===== src/rtl/uart_pkg.sv =====
// Shared UART receive-buffer definitions: entry width, status bit positions
// and capture handshake state encodings.
package uart_pkg;

    localparam int RXBUF_ENTRY_W = 10;

    localparam int ST_RDY  = 0;
    localparam int ST_FULL = 1;
    localparam int ST_PERR = 2;
    localparam int ST_FERR = 3;
    localparam int ST_OVF  = 4;

    typedef enum logic [1:0] {
        CAP_IDLE = 2'd0,
        CAP_ACK  = 2'd1,
        CAP_WAIT = 2'd2
    } cap_state_e;

endpackage


===== src/rtl/uart_rxbuf_mem.sv =====
// Receive buffer storage: DEPTH x RXBUF_ENTRY_W array, synchronous write,
// asynchronous read. The array carries no reset; occupancy is tracked outside.
module uart_rxbuf_mem
    import uart_pkg::*;
#(
    parameter int DEPTH = 8,
    parameter int AW    = 3
) (
    input  logic                     clk_i,
    input  logic                     we_i,
    input  logic [AW-1:0]            waddr_i,
    input  logic [RXBUF_ENTRY_W-1:0] wdata_i,
    input  logic [AW-1:0]            raddr_i,
    output logic [RXBUF_ENTRY_W-1:0] rdata_o
);

    logic [RXBUF_ENTRY_W-1:0] mem_q [DEPTH];

    always_ff @(posedge clk_i) begin
        if (we_i) begin
            mem_q[waddr_i] <= wdata_i;
        end
    end

    assign rdata_o = mem_q[raddr_i];

endmodule


===== src/rtl/uart_rx_buffer.sv =====
// UART receive buffer: captures engine bytes with PERR/FERR into a FWFT FIFO
// and acknowledges the engine with rx_clr. Optional level port: UART_RXBUF_LEVEL_EN.
module uart_rx_buffer
    import uart_pkg::*;
#(
    parameter int DEPTH = 8,
    parameter int AW    = 3
) (
    input  logic        clk,
    input  logic        rst,
    input  logic [7:0]  rx_data,
    input  logic        rx_rdy,
    input  logic        rx_perr,
    input  logic        rx_ferr,
    input  logic        rx_ovf,
    output logic        rx_clr,
    input  logic        rd,
    input  logic        clr_ovf,
    output logic [7:0]  dout,
`ifdef UART_RXBUF_LEVEL_EN
    output logic [7:0]  status,
    output logic [AW:0] level
`else
    output logic [7:0]  status
`endif
);

    localparam logic [AW:0] FULL_COUNT = (AW+1)'(DEPTH);

    cap_state_e               state_q;
    logic                     rx_clr_q;
    logic [AW-1:0]            wptr_q, wptr_d;
    logic [AW-1:0]            rptr_q, rptr_d;
    logic [AW:0]              count_q, count_d;
    logic                     ovf_q, ovf_d;
    logic                     empty, full;
    logic                     wr_attempt, wr_ok, pop, drop;
    logic [RXBUF_ENTRY_W-1:0] head;
    logic                     perr_h, ferr_h;

    assign empty = (count_q == '0);
    assign full  = (count_q == FULL_COUNT);

    // Only IDLE may capture, so a level-held rx_rdy yields a single write.
    assign wr_attempt = (state_q == CAP_IDLE) && rx_rdy;
    assign pop        = rd && !empty;
    assign wr_ok      = wr_attempt && (!full || pop);
    assign drop       = wr_attempt && full && !pop;

    always_comb begin
        wptr_d  = wptr_q;
        rptr_d  = rptr_q;
        count_d = count_q;
        if (wr_ok) begin
            wptr_d = wptr_q + 1'b1;
        end
        if (pop) begin
            rptr_d = rptr_q + 1'b1;
        end
        if (wr_ok && !pop) begin
            count_d = count_q + 1'b1;
        end else if (pop && !wr_ok) begin
            count_d = count_q - 1'b1;
        end
        ovf_d = ovf_q;
        if (drop || rx_ovf) begin
            ovf_d = 1'b1;
        end else if (clr_ovf) begin
            ovf_d = 1'b0;
        end
    end

    always_ff @(posedge clk) begin
        if (rst) begin
            state_q  <= CAP_IDLE;
            rx_clr_q <= 1'b0;
        end else begin
            rx_clr_q <= 1'b0;
            case (state_q)
                CAP_IDLE: begin
                    if (rx_rdy) begin
                        state_q  <= CAP_ACK;
                        rx_clr_q <= 1'b1;
                    end
                end
                CAP_ACK:  state_q <= CAP_WAIT;
                CAP_WAIT: begin
                    if (!rx_rdy) begin
                        state_q <= CAP_IDLE;
                    end
                end
                default:  state_q <= CAP_IDLE;
            endcase
        end
    end

    always_ff @(posedge clk) begin
        if (rst) begin
            wptr_q  <= '0;
            rptr_q  <= '0;
            count_q <= '0;
            ovf_q   <= 1'b0;
        end else begin
            wptr_q  <= wptr_d;
            rptr_q  <= rptr_d;
            count_q <= count_d;
            ovf_q   <= ovf_d;
        end
    end

    uart_rxbuf_mem #(
        .DEPTH (DEPTH),
        .AW    (AW)
    ) u_mem (
        .clk_i   (clk),
        .we_i    (wr_ok),
        .waddr_i (wptr_q),
        .wdata_i ({rx_perr, rx_ferr, rx_data}),
        .raddr_i (rptr_q),
        .rdata_o (head)
    );

    // Stale array contents are masked while the FIFO is empty.
    assign dout   = empty ? 8'h00 : head[7:0];
    assign perr_h = !empty && head[9];
    assign ferr_h = !empty && head[8];

    always_comb begin
        status          = 8'h00;
        status[ST_RDY]  = !empty;
        status[ST_FULL] = full;
        status[ST_PERR] = perr_h;
        status[ST_FERR] = ferr_h;
        status[ST_OVF]  = ovf_q;
    end

    assign rx_clr = rx_clr_q;

`ifdef UART_RXBUF_LEVEL_EN
    assign level = count_q;
`endif

endmodule


===== config.mk =====
export PLATFORM = sky130hd
export DESIGN_NAME = uart_rx_buffer
export DESIGN_NICKNAME = d
export VERILOG_FILES = /design/src/rtl/uart_pkg.sv /design/src/rtl/uart_rxbuf_mem.sv /design/src/rtl/uart_rx_buffer.sv
export SDC_FILE = /design/constraint.sdc
export NUM_CORES = 1
export LEC_CHECK = 0
export ABC_AREA = 1
export CORE_ASPECT_RATIO = 1.5
export CORE_MARGIN = 2
export CORE_UTILIZATION = 50
export DETAILED_ROUTE_END_ITERATION = 8
export PLACE_DENSITY = 0.7
export RECOVER_POWER = 25
export SYNTH_ARGS = -nofsm -noshare
export SYNTH_HDL_FRONTEND = slang
export SYNTH_HIERARCHICAL = 1
export SYNTH_SLANG_ARGS = --single-unit

===== constraint.sdc =====
create_clock -name clk -period 4.4 [get_ports clk]
set_clock_uncertainty 0.1 [all_clocks]
set_input_delay 0.66 -clock clk [delete_from_list [all_inputs] [get_ports clk]]
set_output_delay 0.66 -clock clk [all_outputs]
set_load 0.005 [all_outputs]

==> results of run 1 <==
## flip-flops by register name, summed over array words and instances (netlist names)
name	cells
count_q	4
state_q	2
rx_clr	1
u_mem/mem_q	80
wptr_q	3
ovf_q	1
rptr_q	3
## cell usage in the layout (no fill, tap or decap), types with 2 or more instances in the layout
master,synthesis,routed
ha_1,5,5
buf_4,13,2
dlygate4sd3_1,0,8
inv_2,2,2
nand2_1,140,140
xor2_1,4,4
inv_1,106,106
clkinv_4,0,3
nand2_2,14,14
clkdlybuf4s50_1,0,21
nor3_1,2,2
conb_1,1,3
o21ai_0,5,5
dfxtp_1,14,14
clkbuf_16,0,9
edfxtp_1,80,80
nand3_1,46,46
inv_6,1,4
nor2_1,28,28
a21oi_1,8,8
## kinds of logic (layout without fill, tap and decap cells)
group | count (synthesis) | count (layout) | share of synthesized area, %
and+or+nand+nor | 234 | 234 | 22.37
buffers and inverters | 132 | 157 | 13.33
xor gates and xnor gates | 4 | 4 | 0.7838
AOI/OAI and AO/OA | 14 | 14 | 1.568
adders and majority gates | 6 | 6 | 1.848
other | 1 | 3 | 0.08391
DFF | 94 | 94 | 60.02
## worst register-to-register path, delay by kind of cell, from the launching register on
family,cells,cell delay [ns]
buffers and inverters,2,0.16
flip-flops,1,0.31
AND/OR/NAND/NOR,5,1.23
## synth_stat cells
library cell,instances
o21ai_1,1
buf_2,4
nand3_1,46
nor3_1,2
nand2_4,1
inv_6,1
nor2_4,1
inv_1,106
nand4_2,1
nand2_1,140
nand2_2,14
clkinv_1,1
conb_1,1
buf_8,1
ha_1,5
xor2_1,4
inv_2,2
dfxtp_1,14
edfxtp_1,80
a21oi_1,8
buf_6,4
fa_1,1
o21ai_0,5
nor2_1,28
or2_1,1
buf_4,13
## how the worst min path moves through the flow
stage                     from         end  slack [ns]  cells past startpoint
finish              state_q[1]      rx_clr        0.41                      1
global route        state_q[1]  state_q[1]        0.46                      1
CTS                 state_q[1]      rx_clr        0.41                      1
detailed placement  state_q[1]  state_q[1]        0.40                      1
global placement    state_q[1]  state_q[1]        0.38                      1
floorplan           state_q[1]  state_q[1]        0.36                      1
## layer usage
metal | vias to the layer above | track usage, %
li1 | 1524 | -
met1 | 1435 | 23.18
met2 | 110 | 38.69
met3 | 29 | 3.759
met4 | 0 | 13.98
met5 | - | 0
## power by group through the flow
stage / Sequential (mW) / Clock (mW) / Combinational, mW
final: 1.05 / 0.732 / 0.779
after global routing: 1.06 / 0.778 / 0.877
after CTS: 1.05 / 0.750 / 0.779
after detailed placement: 1.07 / 0 / 0.775
after global placement: 1.07 / 0 / 0.764
after floorplan: 1.07 / 0 / 0.550
## metrics by stage
| step | power (mW) | setup WS, ns | utilization, % |
|---|---|---|---|
| floorplan | 1.615 | 2.138 | - |
| global placement | 1.832 | 1.521 | 54.03 |
| detailed placement | 1.846 | 1.451 | 54.03 |
| CTS | 2.580 | 1.206 | 57.33 |
| global route | 2.711 | 1.014 | 57.33 |
| finish | 2.561 | 1.178 | 57.33 |
## final cells by class
class,count,area share (%)
flip-flops and latches,94,53.32
multi-input cells,261,23.82
inverters,110,8.306
repair buffers,31,6.068
clock buffers,9,4.476
well taps,110,2.736
clock inverters,7,1.268
==> impl_results.md, run 1 <==
* TritonCTS Sinks at 94
* # setup viols final at 0
* First-pass GRT wire length at 14.88 mm
* DR WL/cell at roughly 16 um
* Gp weighted congestion at 0.9899
* Starting Density at 50.93%
* Share of post-route cells with drive strength above 1 at between 7 and 8%
* H-tree depth at 3
* Nets at 529
* Clk pin slew, worst setup/hold paths at approximately 0.060 ns
* Vias in the first global route at 2961
* Clock insertion delay at the later pin of the skew report at 0.34 ns
* IO Count at 33
* Slowest cell delay on critical path at 0.50 ns
* CTS tree: done
* Layout fillers at 768
* P&R area growth vs syn at 12.57%
* Hold Crit Class: register to register
* RSZ-0062 raised after global routing: false
* Crit Path Category: register to output pin
* Rows at 42
* Max Used Layer: met4
* Total of max-cap violations at 0
* Buf+Inv Stages, Crit Path at 4
* Slew headroom at 40.48%
* Fin crit period at 3.222 ns
* Sw Share at 32.79%
* Crit-path most repeated cell: nand2_1
* Worst vdd ir at ~280 uV
* R2r startpoint: state_q[0]
* CP delay by family, top: buffers and inverters
* #FFs+latches synth at 94
* Root Buffer: clkbuf_16
* Slew Viols, Final at 0
* DP HPWL at between 7 and 8 mm
* Vias per cell at 4.981
* Total CTS buffers at 9
* Final instance area at about 0.0050 mm2
* Post-Syn Area at 0.004469 mm2
* Seq pwr share at 41.0%
* Drt pass-1 iters at 7
* Status: finished clean
* Aggregate global routing overflow at 0
* Remaining antenna violation count after routing at 0
* Cts hold-fix bufs at 0
* Logic pwr share at a little over 30%
* CP arrival at 2.46 ns
* Die H at between 100 and 150 um
* Crit end category: output pin
* Final hold violation count at 0
* Multi-input gate area at 0.001199 mm2
* CP cell instances: buf_4 > inv_1 > nand3_1 > nand2_1 > nand2_1 > nand2_1 > inv_1 > nor2_1 > clkdlybuf4s50_1
* Initial antenna violation count at 0
* Post-Layout Cell Count at a little over 600
* Required time of the critical path at 3.64 ns
* Final period utilization at between 70% and 80%
* WL met1 at between 3 and 4 mm
* Placed insts at roughly 610
* Gates resized, CTS repair at 0
* Synth cell types at 26
* Sequential-to-total area share from yosys stat at 60.02%
* Die area at 0.009726 mm2
* R2R Setup Slk at around 2.2 ns
* Synth Instances at ~490
* Critical Path Sink: dout[4]
* FF-to-FF End: u_mem/mem_q[5][6]
* Core Box Area at 0.008776 mm2
* DRC errors left at 0
* Switching Power at ~0.84 mW
* CP Depth at 9
* Largest fanout on the critical path at 23
* Clock power share at approximately 29%
* Avg Inst Size Synth at 9.215 um2
* Largest net degree at the start of global routing at 44
* Critical Path Slowest Stage Cell: clkdlybuf4s50_1
* Post-CTS Setup Inserts at 0
* Post-synth top area share at 53.75%
* DR WL met2 at 5.237 mm
* Clock Path Buffers at 2
* Seq. cell area at 0.002683 mm2
* Vias at a little over 3000
* Synthesis Warnings at 6
* Die width at 81.20 um
* Final WL at 9.742 mm
* Top cell type by total area after synthesis: edfxtp_1
* PortBufs at 29
* F_max at 310.4 MHz
* Gr usage total at 21.85%
* Reg2reg path depth at 7
* Dpl cell area at roughly 0.0047 mm2
* Initial DRC count at 211
* Internal power at 1.722 mW
* WL met3 at approximately 500 um
* Cell Pwr Density at 509.1 mW/mm2
* Hold_ws at 0.4116 ns
* Pleak at roughly 2.3 nW
* Largest cells by area after synthesis: edfxtp_1, nand2_1, inv_1
* Crit path launch type: register
* N_diodes at 0
* Setup TNS at 0 ns
* Crit. Startpoint: rptr_q[1]
* Actual slew at the worst max-slew pin at 0.8896 ns
Note: power is estimated with default switching activity, not from simulation.
==> run 2: changes to the inputs <==
Clock period 4.4 ns to 3 ns, I/O delays scaled along.
==> run 2 against run 1 <==
Compared with the run above:
- largest cell class unchanged
- design area increased by 3.1%
- highest routed layer unchanged
- critical path depth unchanged
- global-route usage decreased by 1.8 points
==> impl_results.md, run 2 (synthesis results as in run 1) <==
* Status: finished clean
* Layout fillers at 698 (-9.1%)
* Depth of the worst hold-timing path at 1 (unchanged)
* First-pass GRT wire length at 14.22 mm (-4.5%)
* Initial DRC count at 284 (+35%)
* Largest net degree at the start of global routing at 41 (-6.8%)
* FF-to-FF End: count_q[3]
* Die H at 119.8 um (unchanged)
* Share of post-route cells with drive strength above 1 at 9.143% (+1.7 points)
* CP delay by family, top: buffers and inverters
* Clock insertion delay at the later pin of the skew report at 0.33 ns (about the same)
* Total CTS buffers at 9 (unchanged)
* Crit-path most repeated cell: nand2_1
* WL met3 at 488 um (-2.0%)
* H-tree depth at 3 (unchanged)
* Final instance area at 0.005186 mm2 (+3.1%)
* Seq pwr share at 39.6% (-1.4 points)
* TritonCTS Sinks at 94 (unchanged)
* Critical Path Slowest Stage Cell: clkdlybuf4s50_1
* Clk pin slew, worst setup/hold paths at 0.06 ns (about the same)
* DR WL/cell at 13.65 um (-13%)
* Vias in the first global route at 2997 (+1.2%)
* Cell Pwr Density at 759.4 mW/mm2 (+49%)
* Gr usage total at 20.02% (-1.8 points)
* Fin crit period at around 2.7 ns
* Drt pass-1 iters at 5 (-2)
* Logic pwr share at 28.8% (-1.6 points)
* Internal power at 2.785 mW (+62%)
* Slowest cell delay on critical path at 0.51 ns (about the same)
* Hold path startpoint: state_q[1]
* Final Core Density at 59.10% (+1.8 points)
* DR WL met2 at 4.597 mm (-12%)
* # setup viols final at 0 (unchanged)
* Required time of the critical path at 2.45 ns (-1.19 ns)
* Die width at 81.20 um (unchanged)
* Buf+Inv Stages, Crit Path at 3 (-1)
* Hold-critical path endpoint: state_q[1]
* Placement Setup Slack at 0.2912 ns (-1.160 ns)
* Setup TNS at 0 ns (unchanged)
* CTS tree: done
* Max reg flops at 80 (unchanged)
* Clock Path Buffers at 2 (unchanged)
* Post-CTS Setup Inserts at 0 (unchanged)
* Remaining antenna violation count after routing at 0 (unchanged)
* Max Used Layer: met4
* Final period utilization at 89.64%
* WL met1 at 3.425 mm (-1.6%)
* Crit Path Category: register to output pin
* DRC errors left at 0 (unchanged)
* Crit path launch type: register
* Final WL at 8.684 mm (-11%)
* Gp weighted congestion at 0.7813 (-21%)
* Nets at 542 (+2.5%)
* Placed insts at 619 (+2.1%)
* Reg with most FFs: u_mem/mem_q
* P&R area growth vs syn at 16.04%
* R2r startpoint: count_q[0]
* Starting Density at 50.93% (unchanged)
* Pleak at 2.395 nW (+3.8%)
* Clock power share at 31.5% (+2.9 points)
* F_max at 371.8 MHz
* Die area at 0.009726 mm2 (unchanged)
* Root Buffer: clkbuf_16
* R2R Setup Slk at 0.82 ns (-1.41 ns)
* Commonest non-fill, non-tap cell in the layout: nand2_1
* CP cell instances: inv_6 > nand2_1 > nand3_1 > nand2_1 > nand2_1 > nand2_1 > inv_1 > nor2_1 > clkdlybuf4s50_1
* Final hold violation count at 0 (unchanged)
* Reg2reg path depth at 13 (+6)
* Core Box Area at 0.008776 mm2 (unchanged)
* Crit end category: output pin
* Vias per cell at 4.824 (-3.1%)
* CP arrival at 2.14 ns (-0.32 ns)
* Vias at 3068 (-0.97%)
* Most frequent cells in the layout: nand2_1, inv_1, edfxtp_1
* PortBufs at 29 (unchanged)
* IO Count at 33 (unchanged)
* Post-Layout Cell Count at 636 (+2.3%)
* RSZ-0062 raised after global routing: false
* Slew Viols, Final at 0 (unchanged)
* Aggregate global routing overflow at 0 (unchanged)
* Rows at 42 (unchanged)
* DP HPWL at 5.704 mm (-19%)
* Switching Power at 1.153 mW (+37%)
* Largest fanout on the critical path at 40 (+74%)
* Sw Share at 29.28% (-3.5 points)
* Final worst slack at 0.3107 ns (-0.8678 ns)
* Hold Crit Class: register to register
* Largest registers: u_mem/mem_q x80, count_q x4
* Total of max-cap violations at 0 (unchanged)
* Dpl cell area at 0.004852 mm2 (+2.3%)
* Worst vdd ir at 474.5 uV (+68%)
* Initial antenna violation count at 1 (+1)
[run 2: cell count changes in the layout (fill, tap and decap cells not counted), sizes merged]
cell / before / now
clkbuf: 9 / 11
clkinv: 4 / 3
clkdlybuf4s50: 21 / 23
dlygate4sd3: 8 / 6
diode: 0 / 1
inv: 113 / 109
buf: 2 / 15
bufinv: 0 / 3
[run 2: stage by stage]
step	hold slack (ns)	total power [mW]
after floorplan	0.3566	2.369
after global placement	0.3801	2.702
after detailed placement	0.3949	2.732
after CTS	0.4066	3.971
after global routing	0.4360	4.196
final	0.4010	3.938
[run 2: worst reg2reg max path: stages (launching register included)]
cell and delay, ns:
dfxtp_1 0.38, nor2_4 0.17, nand4_2 0.11, nand2_2 0.10, inv_2 0.07, ha_1 0.21, inv_1 0.12, ha_1 0.26
or2_1 0.25, nand2_1 0.08, nand2_1 0.05, nand2_1 0.05, nand2_1 0.04, a21oi_1 0.10
[run 2: worst max-delay path by stage]
stage                         start    endpoint  slack (ns)  depth (start not counted)
final                     rptr_q[0]     dout[2]        0.31                          9
after global routing      rptr_q[0]     dout[2]        0.08                          9
after CTS                 rptr_q[1]     dout[2]        0.20                          8
after detailed placement         rd  count_q[3]        0.29                         14
after global placement           rd  count_q[3]        0.36                         14
after floorplan              rx_rdy  count_q[3]        0.95                         13
[run 2: layout make-up]
class                      instances  area [um2]  area share [%]
inverter                         110       417.9           8.058
clock inverter                     5       97.59           1.882
timing repair buffer              44       415.4           8.010
sequential                        94        2684           51.75
antenna                            1       2.502         0.04825
tap                              110       137.6           2.654
multi-input combinational        261        1199           23.11
clock buffer                      11       232.7           4.487
[run 2: power groups by stage]
stage / logic, mW / clock network, mW / registers (mW)
final: 1.14 / 1.24 / 1.56
after global routing: 1.30 / 1.32 / 1.57
after CTS: 1.15 / 1.26 / 1.56
after detailed placement: 1.14 / 0 / 1.59
after global placement: 1.12 / 0 / 1.58
after floorplan: 0.807 / 0 / 1.56
[run 2: timing repair]
action | CTS | global route
setup endpoints to repair | 0 | 1
hold buffers | 0 | 0
gates resized for setup | 0 | 1
[run 2: routing by layer]
layer	track usage (%)	up-vias
met5	0	-
met4	10.06	0
met3	4.060	12
met2	34.09	83
met1	23.50	1422
li1	-	1551
==> run 3: changes to the inputs <==
Settings changed: PLACE_DENSITY 0.7 to default, PLACE_DENSITY_LB_ADDON from default to 0.12.
==> run 3 against run 2 <==
Compared with the run above:
- non-clock buffer count rose by 4
- design area grew 0.41%
- count of clock-buffer cells in the layout decreased by 2
- clock power is essentially flat
- sequential cell count did not move
- die area unchanged
- register-to-register slack about the same
- largest power group unchanged
==> impl_results.md, run 3 (synthesis results as in run 1) <==
* Status: finished clean
* Die H at 119.8 um (unchanged)
* Gr usage total at 20.06% (+0.038 points)
* IO Count at 33 (unchanged)
* Slowest cell delay on critical path at 0.44 ns (-0.07 ns)
* Crit path launch type: register
* Clk pin slew, worst setup/hold paths at 0.06 ns (about the same)
* DRC errors left at 0 (unchanged)
* CP arrival at 2.06 ns (-0.08 ns)
* Cell Pwr Density at 758.7 mW/mm2 (about the same)
* Final WL at 8.956 mm (+3.1%)
* Post-Layout Cell Count at 639 (+0.47%)
* Drt pass-1 iters at 4 (-1)
* RSZ-0062 raised after global routing: false
* Worst vdd ir at 451.9 uV (-4.8%)
* Max reg flops at 80 (unchanged)
* First-pass GRT wire length at 14.22 mm (unchanged)
* Hold Crit Class: register to register
* P&R area growth vs syn at 16.52%
* Final period utilization at 87.11% (-2.5 points)
* Pleak at 2.422 nW (+1.1%)
* Clock Path Buffers at 2 (unchanged)
* Hold_ws at 0.4064 ns (+0.005402 ns)
* CP cell instances: buf_4 > nand2_1 > nand3_1 > nand2_1 > nand2_1 > nand2_1 > inv_1 > nor2_1 > clkdlybuf4s50_1
* Clock insertion delay at the later pin of the skew report at 0.33 ns (about the same)
* Gp weighted congestion at 0.7531 (-3.6%)
* Most frequent cells in the layout: nand2_1, inv_1, edfxtp_1
* Total of max-cap violations at 0 (unchanged)
* Slew Viols, Final at 0 (unchanged)
* Vias at 3060 (-0.26%)
* Largest fanout on the critical path at 27 (-33%)
* Crit end category: output pin
* Crit Path Category: register to output pin
* Commonest non-fill, non-tap cell in the layout: nand2_1
* DR WL/cell at 14.02 um (+2.6%)
* Placed insts at 623 (+0.65%)
* PortBufs at 29 (unchanged)
* H-tree depth at 3 (unchanged)
* Vias in the first global route at 2944 (-1.8%)
* Aggregate global routing overflow at 0 (unchanged)
* Starting Density at 50.93% (unchanged)
* Gates resized, CTS repair at 0 (unchanged)
* Critical Path Slowest Stage Cell: clkdlybuf4s50_1
* Remaining antenna violation count after routing at 0 (unchanged)
* # setup viols final at 0 (unchanged)
* Largest net degree at the start of global routing at 41 (unchanged)
* TritonCTS Sinks at 94 (unchanged)
* Layout fillers at 752 (+7.7%)
* Root Buffer: clkbuf_16
* Cts hold-fix bufs at 0 (unchanged)
* Die width at 81.20 um (unchanged)
* Largest registers: u_mem/mem_q x80, count_q x4
* F_max at 382.7 MHz (+2.9%)
* Vias per cell at 4.789 (-0.73%)
* Core Box Area at 0.008776 mm2 (unchanged)
* Final hold violation count at 0 (unchanged)
* Setup TNS at 0 ns (unchanged)
* Required time of the critical path at 2.45 ns (about the same)
* CTS tree: done
* Nets at 546 (+0.74%)
* Share of post-route cells with drive strength above 1 at 10.21% (+1.1 points)
* Die area at 0.009726 mm2 (unchanged)
* Total CTS buffers at 9 (unchanged)
* Initial antenna violation count at 0 (-1)
* Rows at 42 (unchanged)
* Crit-path most repeated cell: nand2_1
* Fin crit period at 2.613 ns (-0.07600 ns)
* Reg with most FFs: u_mem/mem_q
* Initial DRC count at 209 (-26%)
* Post-CTS Setup Inserts at 0 (unchanged)
* DP HPWL at 5.989 mm (+5.0%)
* N_diodes at 0 (-1)
## run 3: cell types whose count changed in the layout (fill, tap and decap cells not counted)
cell and change:
buf_12 -1, buf_4 +5, clkbuf_1 -2, clkdlybuf4s50_1 -1, clkinv_1 -1, clkinv_2 +2, clkinv_4 +1, dfxtp_1 +1
dfxtp_2 -1, diode_2 -1, dlygate4sd3_1 +1
## run 3: routing by layer
metal / vias to the layer above / wire (um) / global-route usage (%) / part of all wire [%]
met5: - / 0 / 0 / 0
met4: 0 / 209 / 9.004 / 2.3
met3: 16 / 383 / 3.910 / 4.3
met2: 75 / 4550 / 33.57 / 51
met1: 1412 / 3813 / 24.73 / 43
li1: 1557 / - / - / -
## run 3: worst paths after layout
check / from / to / slack [ns] / depth (start not counted)
hold reg to reg: state_q[1] / state_q[1] / 0.41 / 1
setup / recovery: rptr_q[0] / dout[5] / 0.39 / 9
setup reg to reg: count_q[0] / count_q[3] / 0.83 / 13
hold / removal: state_q[1] / state_q[1] / 0.41 / 1
## run 3: power breakdown
| group | switching (mW) | total, mW | internal (mW) |
|---|---|---|---|
| Clock | 0.451 | 1.26 | 0.809 |
| Sequential | 0.0572 | 1.55 | 1.49 |
| Combinational | 0.665 | 1.14 | 0.478 |
| Total | 1.17 | 3.95 | 2.78 |
## run 3: final cells by class
class / instances / area (um2) / area share (%)
clock buffers: 9 / 225.2 / 4.325
multi-input cells: 261 / 1199 / 23.02
repair buffers: 48 / 432.9 / 8.313
well taps: 110 / 137.6 / 2.643
flip-flops and latches: 94 / 2683 / 51.51
inverters: 110 / 417.9 / 8.025
clock inverters: 7 / 112.6 / 2.162
## run 3: per-stage QoR
step / setup slack [ns] / utilization, % / power [mW] / area (um2)
final: 0.3867 / 59.34 / 3.951 / 5207
after global routing: 0.2458 / 59.34 / 4.181 / 5207
after CTS: 0.3683 / 59.34 / 3.988 / 5207
after detailed placement: 0.2991 / 55.49 / 2.724 / 4870
after global placement: 0.3254 / 55.49 / 2.709 / 4870
after floorplan: 0.9483 / - / 2.369 / 4477
## run 3: worst max-delay path: cells and delay by family (launching register included)
| kind | cells | cell delay [ns] |
|---|---|---|
| buf+inv | 3 | 0.85 |
| simple gates | 6 | 0.46 |
| flops | 1 | 0.42 |
